==> src/rtl/keccak_pkg.sv <==
// Shared types and constants for the Keccak permutation core and its arbiter.
package keccak_pkg;

  localparam int unsigned KECCAK_ROUNDS      = 24;
  localparam int unsigned KECCAK_ARB_TIMEOUT = 64;

  typedef enum logic [1:0] {
    ARB_IDLE,
    ARB_START,
    ARB_WAIT,
    ARB_RELEASE
  } arb_state_e;

endpackage

==> src/rtl/keccak_rr_pick.sv <==
// Combinational round-robin pick: the first set request at or after ptr_i, with
// wrap-around at N.
module keccak_rr_pick #(
  parameter int unsigned N  = 4,
  parameter int unsigned IW = $clog2(N)
) (
  input  logic [N-1:0]  req_i,
  input  logic [IW-1:0] ptr_i,
  output logic          valid_o,
  output logic [IW-1:0] idx_o
);

  logic [2*N-1:0] dbl;
  logic [N-1:0]   rot;
  logic [IW-1:0]  off;
  logic [IW:0]    sum;

  always_comb begin
    dbl = {req_i, req_i} >> ptr_i;
    rot = dbl[N-1:0];
    off = '0;
    // Scan downwards so the lowest set bit of the rotated vector wins.
    for (int i = N - 1; i >= 0; i--) begin
      if (rot[i]) off = IW'(i);
    end
    sum = {1'b0, ptr_i} + {1'b0, off};
    if (sum >= (IW+1)'(N)) sum = sum - (IW+1)'(N);
    idx_o   = sum[IW-1:0];
    valid_o = |req_i;
  end

endmodule

==> src/rtl/keccak_arbiter.sv <==
// Round-robin arbiter that shares one Keccak permutation core among NUM_REQ
// requesters. Each grant covers one permutation, and a watchdog covers a core that hangs.
//   state       | meaning
//   ARB_IDLE    | no owner; arbitrate when a request is present and the core is ready
//   ARB_START   | one-cycle core start pulse; clear the watchdog
//   ARB_WAIT    | permutation running; wait for core done or the watchdog
//   ARB_RELEASE | completion pulse to the owner; advance the round-robin pointer
module keccak_arbiter import keccak_pkg::*; #(
  parameter int unsigned NUM_REQ = 4,
  parameter int unsigned TIMEOUT = KECCAK_ARB_TIMEOUT
) (
  input  logic                       clk_i,
  input  logic                       rst_i,
  input  logic [NUM_REQ-1:0]         req_i,
  output logic [NUM_REQ-1:0]         gnt_o,
  output logic [$clog2(NUM_REQ)-1:0] gnt_idx_o,
  output logic [NUM_REQ-1:0]         done_o,
  output logic                       err_o,
  output logic                       busy_o,
  output logic                       core_start_o,
  input  logic                       core_ready_i,
  input  logic                       core_done_i
);

  localparam int unsigned IW = $clog2(NUM_REQ);
  localparam int unsigned TW = $clog2(TIMEOUT);
  localparam logic [TW-1:0] T_LAST  = TW'(TIMEOUT - 1);
  localparam logic [IW-1:0] IDX_MAX = IW'(NUM_REQ - 1);

  arb_state_e    state_q, state_d;
  logic [IW-1:0] idx_q, idx_d;
  logic [IW-1:0] ptr_q, ptr_d;
  logic [TW-1:0] timer_q, timer_d;
  logic          err_q, err_d;

  logic          pick_valid;
  logic [IW-1:0] pick_idx;

  keccak_rr_pick #(
    .N  (NUM_REQ),
    .IW (IW)
  ) u_pick (
    .req_i   (req_i),
    .ptr_i   (ptr_q),
    .valid_o (pick_valid),
    .idx_o   (pick_idx)
  );

  always_ff @(posedge clk_i) begin
    if (rst_i) begin
      state_q <= ARB_IDLE;
      idx_q   <= '0;
      ptr_q   <= '0;
      timer_q <= '0;
      err_q   <= 1'b0;
    end else begin
      state_q <= state_d;
      idx_q   <= idx_d;
      ptr_q   <= ptr_d;
      timer_q <= timer_d;
      err_q   <= err_d;
    end
  end

  always_comb begin
    state_d = state_q;
    idx_d   = idx_q;
    ptr_d   = ptr_q;
    timer_d = timer_q;
    err_d   = err_q;
    unique case (state_q)
      ARB_IDLE: begin
        if (pick_valid && core_ready_i) begin
          idx_d   = pick_idx;
          state_d = ARB_START;
        end
      end
      ARB_START: begin
        timer_d = '0;
        err_d   = 1'b0;
        state_d = ARB_WAIT;
      end
      ARB_WAIT: begin
        if (timer_q != T_LAST) timer_d = timer_q + TW'(1);
        // A done arriving on the same cycle as the timeout is treated as success.
        if (core_done_i) begin
          err_d   = 1'b0;
          state_d = ARB_RELEASE;
        end else if (timer_q == T_LAST) begin
          err_d   = 1'b1;
          state_d = ARB_RELEASE;
        end
      end
      ARB_RELEASE: begin
        ptr_d   = (idx_q == IDX_MAX) ? '0 : idx_q + IW'(1);
        state_d = ARB_IDLE;
      end
      default: state_d = ARB_IDLE;
    endcase
  end

  logic [NUM_REQ-1:0] owner_oh;
  assign owner_oh = NUM_REQ'(1) << idx_q;

  assign gnt_o        = (state_q != ARB_IDLE) ? owner_oh : '0;
  assign done_o       = (state_q == ARB_RELEASE) ? owner_oh : '0;
  assign err_o        = (state_q == ARB_RELEASE) && err_q;
  assign busy_o       = (state_q != ARB_IDLE);
  assign core_start_o = (state_q == ARB_START);
  assign gnt_idx_o    = idx_q;

endmodule

==> config.mk <==
export PLATFORM = sky130hd
export DESIGN_NAME = keccak_arbiter
export DESIGN_NICKNAME = d
export VERILOG_FILES = /design/src/rtl/keccak_pkg.sv /design/src/rtl/keccak_rr_pick.sv /design/src/rtl/keccak_arbiter.sv
export SDC_FILE = /design/constraint.sdc
export NUM_CORES = 1
export LEC_CHECK = 0
export CORE_AREA = 2 2 46 48
export DETAILED_ROUTE_END_ITERATION = 8
export DIE_AREA = 0 0 48 50
export GPL_TIMING_DRIVEN = 0
export PLACE_DENSITY = 0.82
export REMOVE_ABC_BUFFERS = 1
export SETUP_SLACK_MARGIN = 0.3
export SLEW_MARGIN = 5
export SYNTH_ARGS = -nofsm -noshare
export SYNTH_HDL_FRONTEND = slang
export SYNTH_SLANG_ARGS = --single-unit
==> constraint.sdc <==
create_clock -name clk_i -period 2.6 [get_ports clk_i]
set_input_delay 0.52 -clock clk_i [delete_from_list [all_inputs] [get_ports clk_i]]
set_output_delay 0.52 -clock clk_i [all_outputs]
set_load 0.005 [all_outputs]
# ---- Yosys cells after proc, flatten, opt, wreduce, memory -nomap -nowiden
# Cells that the tools add are included.
dict set report totals {
  regBits 13
  out_inout_bits 13
}
dict set report classes {
  add_sub_neg 4
  n_lt_le_gt_ge 1
  n_eq_ne 9
  n_shift 2
  n_mux 17
  n_reduce_logical 10
}
# operator count
set ops {}
lappend ops {{$mux 2} 9}
lappend ops {{$pmux 6 s2} 1}
lappend ops {{$mux 4} 2}
lappend ops {{$pmux 2 s4} 1}
lappend ops {{$reduce_and 2->1} 4}
lappend ops {{$shr 8x2->4} 1}
lappend ops {{$add 6x1->6 const B} 1}
lappend ops {{$eq 2x2->1 const B} 3}
lappend ops {{$eq 6x6->1 const B} 1}
lappend ops {{$mux 6} 1}
lappend ops {{$ne 6x6->1 const B} 1}
lappend ops {{$ne 2x2->1 const B} 2}
lappend ops {{$reduce_bool 2->1} 2}
lappend ops {{$reduce_or 4->1} 1}
lappend ops {{$shl 1x2->4 const A} 1}
lappend ops {{$add 2x2->3} 1}
lappend ops {{$ge 3x3->1 const B} 1}
lappend ops {{$ne 3x3->1 const B} 1}
lappend ops {{$add 2x1->2 const B} 1}
lappend ops {{$eq 2x1->1 const B} 1}
lappend ops {{$logic_and 1x1->1} 2}
lappend ops {{$logic_not 2->1} 1}
lappend ops {{$mux 1} 2}
lappend ops {{$pmux 1 s2} 1}
lappend ops {{$sub 2x1->2 const B} 1}

# ---- Logic depth before layout (Yosys ltp)
# Gate-level depths: netlist (run 1).
dict set report depth {
  ltp_word 8
  mapped_depth 8
  mapped_depth_nobuf 8
}

# ---- By module
# A second synthesis (run 1) with hierarchy kept.
dict set report unflattened {
  hier_cells 117
  hier_area_um2 967.2
}
# mod n_inst cells_each area_per_inst_um2 seq_area_each_um2
set modules_own_cells {}
lappend modules_own_cells {keccak_arbiter 1 90 788.3 260.2}
lappend modules_own_cells {keccak_rr_pick 1 27 178.9 0.0}

# ---- Least setup slack after synthesis (run 1)
# Ideal clock, no wire load.
dict set report synth_timing {
  path_kind {input -> register}
  from {input port req_i[2]}
  to {register idx_q[1], in the netlist gnt_idx_o[1]}
  setup_time_ps 86
  arrival_ps 1828
  t_required_ps 2514
  setup_slack_ps 686
  cell_stages 7
  path_cell_list {buf_2 -> or4_1 -> o211ai_1 -> ha_1 -> xnor2_1 -> xnor2_1 -> a211oi_1}
}
dict set report synth_via {
  elab_chain_len 8
}
# item line_no
set synth_rtl {}
lappend synth_rtl {{start, declared} keccak_arbiter.sv:14} ;# input logic [NUM_REQ-1:0] req_i,
lappend synth_rtl {{$shr 8x2->4} keccak_rr_pick.sv:19} ;# dbl = {req_i, req_i} >> ptr_i;
lappend synth_rtl {{$mux 2 (4 in series)} keccak_rr_pick.sv:24} ;# if (rot[i]) off = IW'(i);
lappend synth_rtl {{$add 2x2->3} keccak_rr_pick.sv:26} ;# sum = {1'b0, ptr_i} + {1'b0, off};
lappend synth_rtl {{$ge 3x3->1 / $sub 2x1->2 (equally long branches)} keccak_rr_pick.sv:27} ;# if (sum >= (IW+1)'(N)) sum = sum - (IW+1)'(N);
lappend synth_rtl {{$mux 2} keccak_rr_pick.sv:27}
lappend synth_rtl {{end signal, assigned} keccak_arbiter.sv:58} ;# idx_q <= idx_d;
lappend synth_rtl {{end, declared} keccak_arbiter.sv:31} ;# logic [IW-1:0] idx_q, idx_d;
# Parallel ways exist; a longest one is shown, timed or not.
# A chain may end at the register's enable or synchronous reset.

# ---- Worst setup path in the final report (run 1)
dict set report layout_timing {
  from {register state_q[1]}
  to {output port done_o[3]}
}
dict set report layout_via {
  elab_chain_len 2
}
# item line_no
set layout_rtl {}
lappend layout_rtl {{start, declared} keccak_arbiter.sv:30} ;# arb_state_e state_q, state_d;
lappend layout_rtl {{start signal, assigned} keccak_arbiter.sv:57} ;# state_q <= state_d;
lappend layout_rtl {{$eq 2x2->1} keccak_arbiter.sv:106} ;# assign done_o = (state_q == ARB_RELEASE) ? owner_oh : '0;
lappend layout_rtl {{$mux 4} keccak_arbiter.sv:106}
lappend layout_rtl {{end, declared} keccak_arbiter.sv:17} ;# output logic [NUM_REQ-1:0] done_o,
# No other way between the ends.

==> flow_summary.json, run 1 <==
{
  "post_drt_wl_per_cell_um": 11.7,
  "vdd_drop_max_uv": 374,
  "drt_iter0_drc": 17,
  "hold_viol": 0,
  "grt_max_degree": 13,
  "yosysTopAreaCell": "dfxtp_1",
  "layout-drive-gt1-share_pct": 6.15,
  "grt_first_pass_wirelength_um": 3020,
  "tns_ps": 0,
  "die_x_um": 48,
  "finalSetupViolCount": 0,
  "clockBufferDepth": 2,
  "cts_tree": "done",
  "start_util_pct": 47.8,
  "diodes": 0,
  "worstHoldPathCells": 1,
  "grt_overflow_total": 0,
  "ys_seq_area_share_pct": 28.7,
  "cts_htree_levels": 1,
  "ios": 21,
  "cp-startpoint": "state_q[1]",
  "rsz0062_at_grt": "no",
  "syn_inst": 110,
  "ff_latch_area_um2": 260,
  "netlist_area_um2": 908,
  "multiInputGateArea_um2": 596,
  "endpoint_kind": "output port",
  "ys_ff_latch": 13,
  "crit_arrival_ps": 1630,
  "fin_crit_ps": 2150,
  "critical_path.slowest_cell": "clkdlybuf4s50_1",
  "ys_types": 34,
  "dp_hpwl_um": 1410,
  "antenna_found_initial": 0,
  "syn_avg_cell_area_um2": 8.26,
  "post-cts-setup-buffer-count": 0,
  "worst_slew_pin_slew_ps": 436,
  "n_fill_cell": 161,
  "synthTopCellsByArea": "dfxtp_1, ha_1, nor2_1",
  "cts_inserted_buffers": 3,
  "grt_usage_pct": 17.3,
  "skew_ps": 2.06,
  "cp_cell_sequence": "ha_1 > and2_1 > clkdlybuf4s50_1",
  "rows": 16,
  "vias_per_cell": 5.33,
  "r2r_cells": 7,
  "cts_root_buf": "clkbuf_4",
  "io_buffers": 20,
  "hold_start": "timer_q[5]",
  "clock-sinks": 13,
  "worst_path_largest_cell_delay_ps": 500,
  "drt_wl_total_um": 1840,
  "path_class": "flop to output port",
  "hp-class": "flop to flop",
  "drt-pass1-iter-count": 4,
  "dieArea_mm2": 0.00240,
  "detail-route-antenna-nets": 0,
  "cp_num_buf_inv": 1,
  "powerDensity_mw_per_mm2": 716,
  "period_share_pct": 82.8,
  "totalPowerFinal_uw": 829,
  "die_h_um": 50,
  "synth_top_area_share_pct": 28.7,
  "drc_errors": 0,
  "core_mm2": 0.00190,
  "hold_end": "timer_q[5]",
  "max_freq_mhz": 465,
  "path_delay_family": "buffers and inverters",
  "finalMaxSlewViolations": 0,
  "start_kind": "flop",
  "path_max_fanout": 7,
  "cap_violations": 0,
  "synth_warnings": 0,
  "cellLeakagePower_nw": 0.471,
  "slew_headroom_pct": 70.9,
  "r2r_end": "gnt_idx_o[1]",
  "gp_congestion": 0.765,
  "clkTransAtPathRegs_ps": 80,
  "cp_data_required_time_ps": 2080,
  "r2r-start": "ptr_q[0]",
  "final_nets": 149,
  "regToRegSetupSlack_ps": 740,
  "grt_pass1_vias": 723,
  "syn2layout_area_growth_pct": 27.4,
  "clk_latency_ps": 280,
  "num_vias": 837,
  "status": "completed"
}
## cells in the final DEF, fill, tap and decap left out, drive strengths merged
master,count
nor2,21
clkdlybuf4s50,17
dfxtp,13
ha,10
inv,9
nand2,6
and2,5
nor2b,4
nand2b,4
mux2i,4
clkbuf,4
dlymetal6s2s,3
nor3,2
a311oi,2
o211ai,2
a21oi,2
mux2,2
o32ai,2
xnor2,2
nand4,2
a211oi,2
nand3,1
o311a,1
or4,1
o31a,1
and3,1
xor2,1
o41ai,1
a22o,1
a32oi,1
nand4b,1
o31ai,1
a31oi,1
## worst max path at each step
stage          slack (ps)           end  cells after the start
3_3_place_gp          210  gnt_idx_o[1]                      7
3_5_place_dp          100  gnt_idx_o[1]                      7
6_report              450     done_o[3]                      3
5_1_grt               310  gnt_idx_o[1]                      8
2_1_floorplan         830  gnt_idx_o[1]                      6
4_1_cts               380      gnt_o[2]                      4
## timing repair
item | 4_1_cts | 5_1_grt
gates resized for setup | 0 | 4
hold buffers | 0 | 0
endpoints found under the setup margin | 0 | 2
## sequential cells by signal, summed over array words and instances, names as in the netlist
register / cells
gnt_idx_o: 2
state_q: 2
ptr_q: 2
err_q: 1
timer_q: 6
## layer usage
| metal | GRT usage (%) | up-vias | share of wire [%] |
|---|---|---|---|
| met1 | 20.4 | 378 | 45 |
| met4 | 8.11 | 0 | 3.1 |
| met5 | 0 | - | 0 |
| li1 | - | 422 | - |
| met3 | 2.20 | 7 | 4.3 |
| met2 | 29.3 | 30 | 48 |
## per-stage QoR
stage | hold WS [ps] | worst slack (ps) | cell area (µm²) | utilization (%) | instances
CTS | 510 | 382 | 1150 | 60.3 | 157
detailed placement | 492 | 101 | 1120 | 58.9 | 153
global placement | 479 | 207 | 1120 | 58.9 | 153
finish | 515 | 448 | 1160 | 60.9 | 157
floorplan | 461 | 830 | 887 | - | 106
global route | 547 | 305 | 1160 | 60.9 | 157
## cell families (layout without fill, tap and decap cells)
family                   after synthesis  after routing  share of synthesized area, %
AO/OA/AOI/OAI                         17             17                          16.1
XOR/XNOR                               3              3                          2.89
adder cells (fa/ha/maj)               10             10                          13.8
buffers and inverters                 13             33                          6.06
flip-flops                            13             13                          28.7
multiplexers                           6              6                          6.89
AND/OR/NAND/NOR                       48             48                          25.6
## cells in the mapped netlist, drive strengths merged
cell type / instances
o32ai: 2
o31ai: 1
nand2: 6
nor2: 21
nand4b: 1
buf: 3
xor2: 1
nand4: 2
a32oi: 1
dfxtp: 13
nand3: 1
or4: 1
and2: 5
a31oi: 1
and3: 1
o41ai: 1
ha: 10
o311a: 1
xnor2: 2
mux2i: 4
o31a: 1
a21oi: 2
inv: 9
a22o: 1
nor2b: 4
nor3: 2
a311oi: 2
nand2b: 4
o211ai: 2
clkbuf: 1
mux2: 2
a211oi: 2
## report_power, final
part / switching [mW] / total, mW / internal [mW] / leakage, nW
Clock: 0.0667 / 0.126 / 0.0596 / 0.0150
Combinational: 0.206 / 0.428 / 0.222 / 0.350
Sequential: 0.0409 / 0.274 / 0.233 / 0.106
## cell type report
cell class / instances / share of cell area, %
inverter: 9 / 2.92
multi-input combinational: 84 / 51.5
sequential: 13 / 22.5
timing repair buffer: 20 / 17.9
clock buffer: 4 / 2.27
tap: 27 / 2.92
Note: power is estimated with default switching activity, not from simulation.
==> run 2: changes to the inputs <==
- CORE_AREA: 2 2 46 48 -> 2 2 49 51
- DIE_AREA: 0 0 48 50 -> 0 0 51 53
- PLACE_DENSITY: 0.82 -> 0.77
- clock period: 2.6 -> 1.81 ns (I/O delays scaled with it)
==> run 2 against run 1 <==
Against the previous run:
- register-to-register slack worse by 550 ps
- die area up 13%
- first-iteration DRC count up 82%
- clock power up 49%
- clock-buffer cell count unchanged
==> flow_summary.json, run 2 (synthesis results as in run 1) <==
{
  "hold_viol": 0,
  "path_max_fanout": 6,
  "drc_errors": 0,
  "clock-sinks": 13,
  "diodes": 0,
  "vdd_drop_max_uv": 601,
  "slew_headroom_pct": 68.9,
  "cts_inserted_buffers": 3,
  "grt_pass1_vias": 852,
  "fin_crit_ps": 1640,
  "grt_overflow_total": 0,
  "skew_ps": 0.618,
  "cap_violations": 0,
  "rsz0062_at_grt": "yes",
  "layout-drive-gt1-share_pct": 46.6,
  "core_mm2": 0.00215,
  "drt_wl_total_um": 2760,
  "io_buffers": 20,
  "cts_tree": "done",
  "cellLeakagePower_nw": 0.605,
  "largest_reg_flops": 6,
  "n_fill_cell": 139,
  "final_nets": 167,
  "drt_iter0_drc": 31,
  "gp_congestion": 0.711,
  "period_share_pct": 90.7,
  "start_kind": "flop",
  "cts_root_buf": "clkbuf_4",
  "powerDensity_mw_per_mm2": 1170,
  "drt-pass1-iter-count": 6,
  "clockBufferDepth": 2,
  "max_freq_mhz": 609,
  "ff_latch_area_um2": 288,
  "final_cell_mix": "nor2_1, buf_4, buf_6",
  "worst_slew_pin_slew_ps": 465,
  "hp-class": "flop to flop",
  "detail-route-antenna-nets": 0,
  "syn2layout_area_growth_pct": 57.6,
  "finalWorstSetupSlack_ps": 169,
  "fin_util_pct": 66.6,
  "die_x_um": 51,
  "antenna_found_initial": 0,
  "post_drt_wl_per_cell_um": 15.7,
  "layout_commonest_cell": "nor2_1",
  "rows": 17,
  "path_class": "flop to output port",
  "grt_max_degree": 13,
  "grt_first_pass_wirelength_um": 3650,
  "top_register": "timer_q",
  "dp_hpwl_um": 1450,
  "crit_arrival_ps": 1280,
  "cts_htree_levels": 1,
  "start_util_pct": 42.3,
  "num_vias": 971,
  "endpoint_kind": "output port",
  "grt_usage_pct": 18.3,
  "finalMaxSlewViolations": 0,
  "status": "completed",
  "finalSetupViolCount": 0,
  "dieArea_mm2": 0.00270,
  "die_h_um": 53,
  "tns_ps": 0,
  "preCtsSetupSlack_ps": -553,
  "vias_per_cell": 5.52,
  "ios": 21,
  "cp_data_required_time_ps": 1450,
  "clk_latency_ps": 270,
  "clkTransAtPathRegs_ps": 90,
  "multiInputGateArea_um2": 698
}
-- run 2: critical path: stages (launching register included) --
cell	delay (ps)
dfxtp_4	370
buf_12	120
ha_4	170
buf_6	110
and2_4	130
buf_6	110
-- run 2: routing by layer --
layer  global-route usage (%)  vias to the layer above  share of wire [%]
met4                     10.8                        0                1.4
met2                     34.2                       33                 53
met3                     1.69                        2                4.6
met1                     19.9                      480                 41
li1                         -                      456                  -
met5                        0                        -                  0
-- run 2: stage by stage --
step	cells	cell area (µm²)	power, mW	hold slack [ps]
after CTS	169	1300	1.43	512
after detailed placement	154	1120	1.02	490
after global placement	154	1120	0.991	479
after global routing	176	1430	1.77	501
after floorplan	106	887	0.761	427
final	176	1430	1.67	476
-- run 2: worst paths after layout --
kind         slack (ps)       start           end  cells after the start
max reg2reg         190    ptr_q[0]  gnt_idx_o[1]                      6
max                 170  state_q[0]     done_o[0]                      5
min reg2reg         480  timer_q[5]    timer_q[5]                      1
min                 480  timer_q[5]    timer_q[5]                      1
-- run 2: area by class of cell --
class	instances	share of cell area [%]
multi-input cells	84	48.8
flip-flops and latches	13	20.1
well taps	28	2.45
repair buffers	38	23.4
inverters	9	3.41
clock buffers	4	1.84
-- run 2: repair_timing --
item,4_1_cts,5_1_grt
setup buffers,11,7
pin swaps,12,10
hold buffers,0,0
resized for setup,98,23
setup endpoints to repair,19,18
-- run 2: power breakdown --
| group | leakage, nW | internal, mW | switching, mW |
|---|---|---|---|
| Clock | 0.0150 | 0.0853 | 0.102 |
| Sequential | 0.112 | 0.362 | 0.0828 |
| Combinational | 0.478 | 0.565 | 0.475 |
==> run 3: changes to the inputs <==
- GPL_TIMING_DRIVEN: 0 -> unset
- SLEW_MARGIN: 5 -> unset
==> run 3 against run 2 <==
Against the previous run:
- routed wire length increased by 3.8%
- critical path depth increased by 1
- clock power decreased by 2%
- final cell count increased by 5.1%
- sequential power increased by 1%
- combinational power about the same
- global-route usage increased by 0.59 points
- flip-flop and latch count unchanged
- register-to-register slack got worse by 20 ps
- critical endpoint is now gnt_idx_o[1]
- highest routed layer unchanged
==> flow_summary.json, run 3 (synthesis results as in run 1) <==
{
  "status": "completed",
  "stdcell_count": 185,
  "final_nets": 176,
  "drt-pass1-iter-count": 4,
  "tns_ps": 0,
  "skew_ps": 4.57,
  "finalSetupViolCount": 0,
  "cts_tree": "done",
  "detail-route-antenna-nets": 0,
  "clockBufferDepth": 2,
  "max_freq_mhz": 608,
  "cts_inserted_buffers": 3,
  "clkTransAtPathRegs_ps": 90,
  "dp_hpwl_um": 1560,
  "grt_pass1_vias": 894,
  "cp_data_required_time_ps": 2000,
  "die_x_um": 51,
  "dpl.cell_count": 165,
  "clk_latency_ps": 270,
  "largest_reg_flops": 6,
  "layout_commonest_cell": "buf_4",
  "slew_headroom_pct": 77.2,
  "io_buffers": 20,
  "layout-drive-gt1-share_pct": 50.3,
  "path_class": "flop to flop",
  "hold_viol": 0,
  "cellLeakagePower_nw": 0.629,
  "final_cell_mix": "buf_4, nor2_1, buf_6",
  "grt_max_degree": 9,
  "dieArea_mm2": 0.00270,
  "crit_arrival_ps": 1830,
  "post_drt_wl_per_cell_um": 15.5,
  "period_share_pct": 90.9,
  "grt_overflow_total": 0,
  "clock-sinks": 13,
  "cts_root_buf": "clkbuf_4",
  "rows": 17,
  "endpoint_kind": "flop",
  "rsz0062_at_grt": "yes",
  "start_kind": "flop",
  "drc_errors": 0,
  "num_vias": 995,
  "top_register": "timer_q",
  "fin_crit_ps": 1640,
  "ios": 21,
  "gp_congestion": 0.762,
  "powerDensity_mw_per_mm2": 1110,
  "syn2layout_area_growth_pct": 64.7,
  "start_util_pct": 42.3,
  "cap_violations": 0,
  "worst_slew_pin_slew_ps": 338,
  "antenna_found_initial": 0,
  "vias_per_cell": 5.38,
  "core_mm2": 0.00215,
  "diodes": 0,
  "die_h_um": 53,
  "finalMaxSlewViolations": 0,
  "drt_wl_total_um": 2860,
  "grt_usage_pct": 18.9,
  "vdd_drop_max_uv": 756,
  "path_max_fanout": 7,
  "hp-class": "flop to flop",
  "grt_first_pass_wirelength_um": 3840,
  "drt_iter0_drc": 24,
  "cts_htree_levels": 1
}
## run 3: where the power goes
group | switching, mW | internal (mW)
Sequential | 0.0921 | 0.359
Combinational | 0.468 | 0.564
Clock | 0.0985 | 0.0854
## run 3: per-layer routing
layer | wire length [µm] | vias to the layer above | GRT usage, %
met5 | 0 | - | 0
met4 | 106 | 0 | 5.41
met3 | 98 | 10 | 1.69
met2 | 1490 | 36 | 37.4
met1 | 1170 | 474 | 21.1
li1 | - | 475 | -
## run 3: critical path: stages, from the launching register on
cell,delay (ps)
dfxtp_4,380
or4_4,420
o211ai_1,130
ha_2,230
xnor2_2,110
xnor2_1,80
a211oi_1,200
## run 3: final timing paths
check	startpoint	endpoint	depth (start not counted)	slack (ps)
worst max-delay path	ptr_q[0]	gnt_idx_o[1]	6	170
worst min-delay path	timer_q[5]	timer_q[5]	1	500
worst max register to register	ptr_q[0]	gnt_idx_o[1]	6	170
worst min register to register	timer_q[5]	timer_q[5]	1	500
## run 3: layout make-up
type	count	area, µm²
Clock buffer	4	26.3
Sequential cell	13	285
Inverter	9	43.8
Multi-Input combinational cell	84	719
Tap cell	28	35.0
Fill cell	130	652
Timing Repair Buffer	47	387
## run 3: timing repair
item,in CTS,in global routing
gates resized for setup,94,26
endpoints found under the setup margin,19,18
buffers inserted,9,7
cloned,0,0
hold endpoints to repair,0,0
pin swaps,11,13
hold buffers,0,0
## run 3: through the flow
stage	area (µm²)	hold WS [ps]	util, %	setup slack (ps)	total power [mW]
after CTS	1360	512	63.2	211	1.40
after detailed placement	1200	494	56.1	-412	1.07
after floorplan	887	427	-	150	0.761
after global placement	1200	488	56.1	-337	1.04
after global routing	1500	509	69.7	82.6	1.75
final	1500	498	69.7	165	1.67
